**config.mk**
```make
export PLATFORM = sky130hd
export DESIGN_NAME = serial_subtractor
export DESIGN_NICKNAME = d
export VERILOG_FILES = /design/src/rtl/serial_subtractor.sv
export SDC_FILE = /design/constraint.sdc
export NUM_CORES = 1
export LEC_CHECK = 0
export ABC_AREA = 1
export BUFFER_PORTS_ARGS = -buffer_cell sky130_fd_sc_hd__buf_2
export CAP_MARGIN = 10
export CORE_ASPECT_RATIO = 0.9
export CORE_MARGIN = 2
export CORE_UTILIZATION = 30
export DETAILED_ROUTE_END_ITERATION = 6
export PLACE_DENSITY = 0.57
export SETUP_SLACK_MARGIN = 0.5
export SLEW_MARGIN = 20
export SYNTH_ARGS = -nofsm -noshare
export SYNTH_HDL_FRONTEND = slang
export SYNTH_SLANG_ARGS = --single-unit
```
**constraint.sdc**
```tcl
create_clock -name clk -period 2.7 [get_ports clk]
set_clock_uncertainty 0.2 [all_clocks]
set_input_delay 0.405 -clock clk [delete_from_list [all_inputs] [get_ports clk]]
set_output_delay 0.405 -clock clk [all_outputs]
set_load 0.02 [all_outputs]
```
**src/rtl/serial_subtractor.sv**
```systemverilog
// Bit-serial subtractor: D = A - B - Bin, LSB first, one full-subtractor cell
// reused every clock with a registered borrow.
module serial_subtractor #(
    parameter int WIDTH = 8
) (
    input  logic             clk,
    input  logic             rst_n,
    input  logic             start,
    input  logic [WIDTH-1:0] a,
    input  logic [WIDTH-1:0] b,
    input  logic             bin,
    output logic             busy,
    output logic             done,
    output logic [WIDTH-1:0] d,
    output logic             bout,
    output logic             ser_d,
    output logic             ser_valid
);

    localparam int CW = $clog2(WIDTH);

    typedef enum logic [1:0] {IDLE, RUN, DONE} state_t;

    state_t           state, state_nxt;
    logic [WIDTH-1:0] sa, sb;
    logic             br;
    logic [CW-1:0]    cnt;
    logic             cell_diff, cell_borrow;
    logic             last_bit;

    // Returns {borrow, diff} for x - y - r.
    function automatic logic [1:0] full_sub(input logic x, input logic y, input logic r);
        logic df, bo;
        df = x ^ y ^ r;
        bo = (~x & y) | (~(x ^ y) & r);
        return {bo, df};
    endfunction

    always_comb begin
        {cell_borrow, cell_diff} = full_sub(sa[0], sb[0], br);
        last_bit = (cnt == CW'(WIDTH - 1));
    end

    assign busy = (state != IDLE);

    always_ff @(posedge clk or negedge rst_n) begin
        if (!rst_n) state <= IDLE;
        else        state <= state_nxt;
    end

    always_comb begin
        state_nxt = state;
        case (state)
            IDLE:    if (start) state_nxt = RUN;
            RUN:     if (last_bit) state_nxt = DONE;
            DONE:    state_nxt = IDLE;
            default: state_nxt = IDLE;
        endcase
    end

    // Datapath: operand capture, serial cell update, result assembly.
    always_ff @(posedge clk or negedge rst_n) begin
        if (!rst_n) begin
            sa        <= '0;
            sb        <= '0;
            br        <= 1'b0;
            cnt       <= '0;
            d         <= '0;
            bout      <= 1'b0;
            done      <= 1'b0;
            ser_d     <= 1'b0;
            ser_valid <= 1'b0;
        end else begin
            case (state)
                IDLE: begin
                    done      <= 1'b0;
                    ser_d     <= 1'b0;
                    ser_valid <= 1'b0;
                    if (start) begin
                        sa   <= a;
                        sb   <= b;
                        br   <= bin;
                        cnt  <= '0;
                        d    <= '0;
                        bout <= 1'b0;
                    end
                end
                RUN: begin
                    // Bits enter at the MSB so bit 0 lands in d[0] after WIDTH shifts.
                    d         <= {cell_diff, d[WIDTH-1:1]};
                    sa        <= sa >> 1;
                    sb        <= sb >> 1;
                    br        <= cell_borrow;
                    cnt       <= cnt + 1'b1;
                    ser_d     <= cell_diff;
                    ser_valid <= 1'b1;
                    if (last_bit) begin
                        bout <= cell_borrow;
                        done <= 1'b1;
                    end
                end
                default: begin
                    done      <= 1'b0;
                    ser_d     <= 1'b0;
                    ser_valid <= 1'b0;
                end
            endcase
        end
    end

endmodule

```
==> flow_summary.yaml <==
logic_synthesis:
  postSynthCellCount: 195
  netlist_area_um2: 1640
  synth.net_count: 218
  synth.distinct_cells: 16
  yosysSeqAreaShare_pct: 51.8
  synth_seq_cells: 34
  synth_area_per_cell_um2: 8.42
  synth-warning-count: 0
worst_setup_path:
  crit_path_cell_trace: "nor2_1 > inv_1 > buf_2"
  worstSetupStartpointType: "flop"
  slowest_stage: "dfrtp_2"
  cp_max_fo: 18
  cp-end-kind: "output port"
  crit_arrival_ns: 1.26
  max_stage_delay_ns: 0.55
  worstSetupPathType: "flop to output port"
  reg2reg_slack_ns: 1.14
  required_ns: 2.10
drt:
  wl_per_cell_um: 11.8
  remaining_drc_errors: 0
  drt_iter0_drc: 89
  vias: 1310
  ant_nets: 0
  wl_mm: 3.41
  drt-pass1-iter-count: 4
  vias_per_cell: 4.52
cells_and_area:
  diodes: 0
  drive_gt1_share_pct: 19.7
  area_growth_pct: 13.8
  fin_area_um2: 1870
  nNetsFinal: 246
  nFillCells: 575
die:
  num_rows: 25
  ioPinCount: 33
  core_region_area_um2: 5260
  die_y_um: 74.2
  start_util_pct: 31.2
  fp.dieW_um: 82.0
  design.die.area_um2: 6080
global_route:
  antenna_found_initial: 0
  grt_max_degree: 47
  gr-total-overflow: 0
  grt_pass1_vias: 1288
  grt_pass1_wl_mm: 5.79
  track_usage_pct: 12.7
pwr:
  peakVddDrop_v: 0.000344
  powerDensity_nw_per_um2: 1150
  power.total_mw: 2.15
  leakagePower_nw: 1.06
clock_tree:
  clk_pin_slew_ns: 0.06
  clk_latency_ns: 0.28
  htree_levels: 2
  tritoncts: "built"
  clock_path_buffers: 2
  hold_buffers: 0
  cts_buffers: 5
  cts_root_buf: "clkbuf_8"
  clock-sinks: 34
timing:
  max_freq_ghz: 0.535
  worst_pin_slew_ns: 0.757
  min_period_ns: 1.87
  finalSetupViolations: 0
  rsz0062_at_grt: "false"
  finalSetupTns_ns: 0
  drv_slew: 0
  whs_ns: -0.0130
  finalHoldViolCount: 20
  slew_headroom_pct: 49.6
  period_share_pct: 69.3
min_path:
  hp-class: "input pin to async pin"
place:
  port_buffers: 32
  dpl_cell_area_um2: 1790
  finalWeightedCongestion: 0.679
  dp_hpwl_mm: 2.15
status:
  violations: "hold timing"
  status: "finished, violations left"
job:
  maxCapViolCount: 0
-- registers in the layout (all words and copies together) (netlist names) --
register / flops
d: 8
sa: 8
sb: 8
cnt: 3
state: 2
bout: 1
br: 1
done: 1
ser_d: 1
ser_valid: 1
-- synthesized netlist by cell type, drive strengths merged --
cell	count	share of area [%]
nand2	83	21
inv	11	2.7
a21oi	1	0.53
buf	11	5.8
fa	1	1.2
nor2	4	0.91
dfrtp	34	52
nand3	43	13
ha	2	1.5
o21ai	5	1.5
-- through the flow --
stage / worst slack (ns) / hold slack [ns] / instances / util, %
6_report: 0.830 / -0.0130 / 290 / 35.5
5_1_grt: 0.742 / 0.0449 / 290 / 35.5
4_1_cts: 0.617 / 0.0269 / 290 / 35.5
3_5_place_dp: 0.907 / 0.294 / 283 / 34.1
3_3_place_gp: 0.935 / 0.282 / 283 / 34.1
2_1_floorplan: 1.35 / -0.0906 / 195 / -
-- layout make-up --
class / count / area, um^2 / area share [%]
Clock buffer: 7 / 76.3 / 4.09
Inverter: 11 / 43.8 / 2.34
Multi-Input combinational cell: 139 / 652 / 34.9
Sequential cell: 34 / 852 / 45.6
Tap cell: 67 / 83.8 / 4.49
Timing Repair Buffer: 32 / 160 / 8.57
-- power by group --
part	switching [mW]	total [mW]	internal, mW	leakage [nW]
sequential	0.161	0.894	0.733	0.434
clock	0.175	0.352	0.177	0.0383
combinational	0.596	0.903	0.307	0.586
total	0.932	2.15	1.22	1.06
-- worst max-delay path, delay by kind of cell, from the launching register on --
family / cells / cell delay [ns]
and+or+nand+nor: 1 / 0.22
DFF: 1 / 0.55
buffers and inverters: 2 / 0.21
-- routing by layer --
| layer | vias to the layer above | GRT usage (%) | share of wire, % | wire [um] |
|---|---|---|---|---|
| met5 | - | 0 | 0 | 0 |
| met4 | 0 | 5.00 | 1.0 | 35 |
| met3 | 4 | 4.61 | 5.6 | 192 |
| met2 | 26 | 19.0 | 45 | 1550 |
| met1 | 608 | 16.7 | 48 | 1640 |
| li1 | 672 | - | - | - |
-- logic make-up (layout without fill, tap and decap cells) --
| group | count (synthesis) | after routing | share of synthesized area, % |
|---|---|---|---|
| fa+ha+maj | 3 | 3 | 2.74 |
| simple gates | 130 | 130 | 34.9 |
| buf+inv | 22 | 50 | 8.46 |
| flops | 34 | 34 | 51.8 |
| compound gates | 6 | 6 | 2.06 |
-- layout by cell type, fill, tap and decap left out --
cell,Yosys,layout
inv_1,9,9
clkbuf_8,0,5
dfrtp_2,0,1
fa_1,1,1
nand2_1,80,80
dfrtp_1,34,33
ha_1,2,2
inv_4,1,1
nand2_8,1,1
nand3_1,43,43
buf_2,1,32
nor2_1,4,4
a21oi_2,1,1
o21ai_0,5,5
inv_2,1,1
nand2_4,2,2
clkbuf_1,0,2
-- timing repair --
| action | in CTS | in global routing |
|---|---|---|
| setup buffers | 0 | 0 |
| setup endpoints to repair | 0 | 1 |
| resized for setup | 0 | 1 |
-- final timing paths --
| path | from | endpoint | cells after the start |
|---|---|---|---|
| hold reg to reg | cnt[0]$_DFFE_PN0P_ | cnt[0]$_DFFE_PN0P_ | 1 |
| hold / removal | rst_n | d[6]$_DFFE_PN0P_ | 1 |
| min in group clk | b[7] | sb[7]$_DFFE_PN0P_ | 3 |
| setup reg to reg | state[0]$_DFFE_PN0P_ | d[7]$_DFFE_PN0P_ | 4 |
| max in group asynchronous | rst_n | state[0]$_DFFE_PN0P_ | 1 |
| setup / recovery | state[0]$_DFFE_PN0P_ | busy | 3 |
Note: power is estimated with default switching activity, not from simulation.
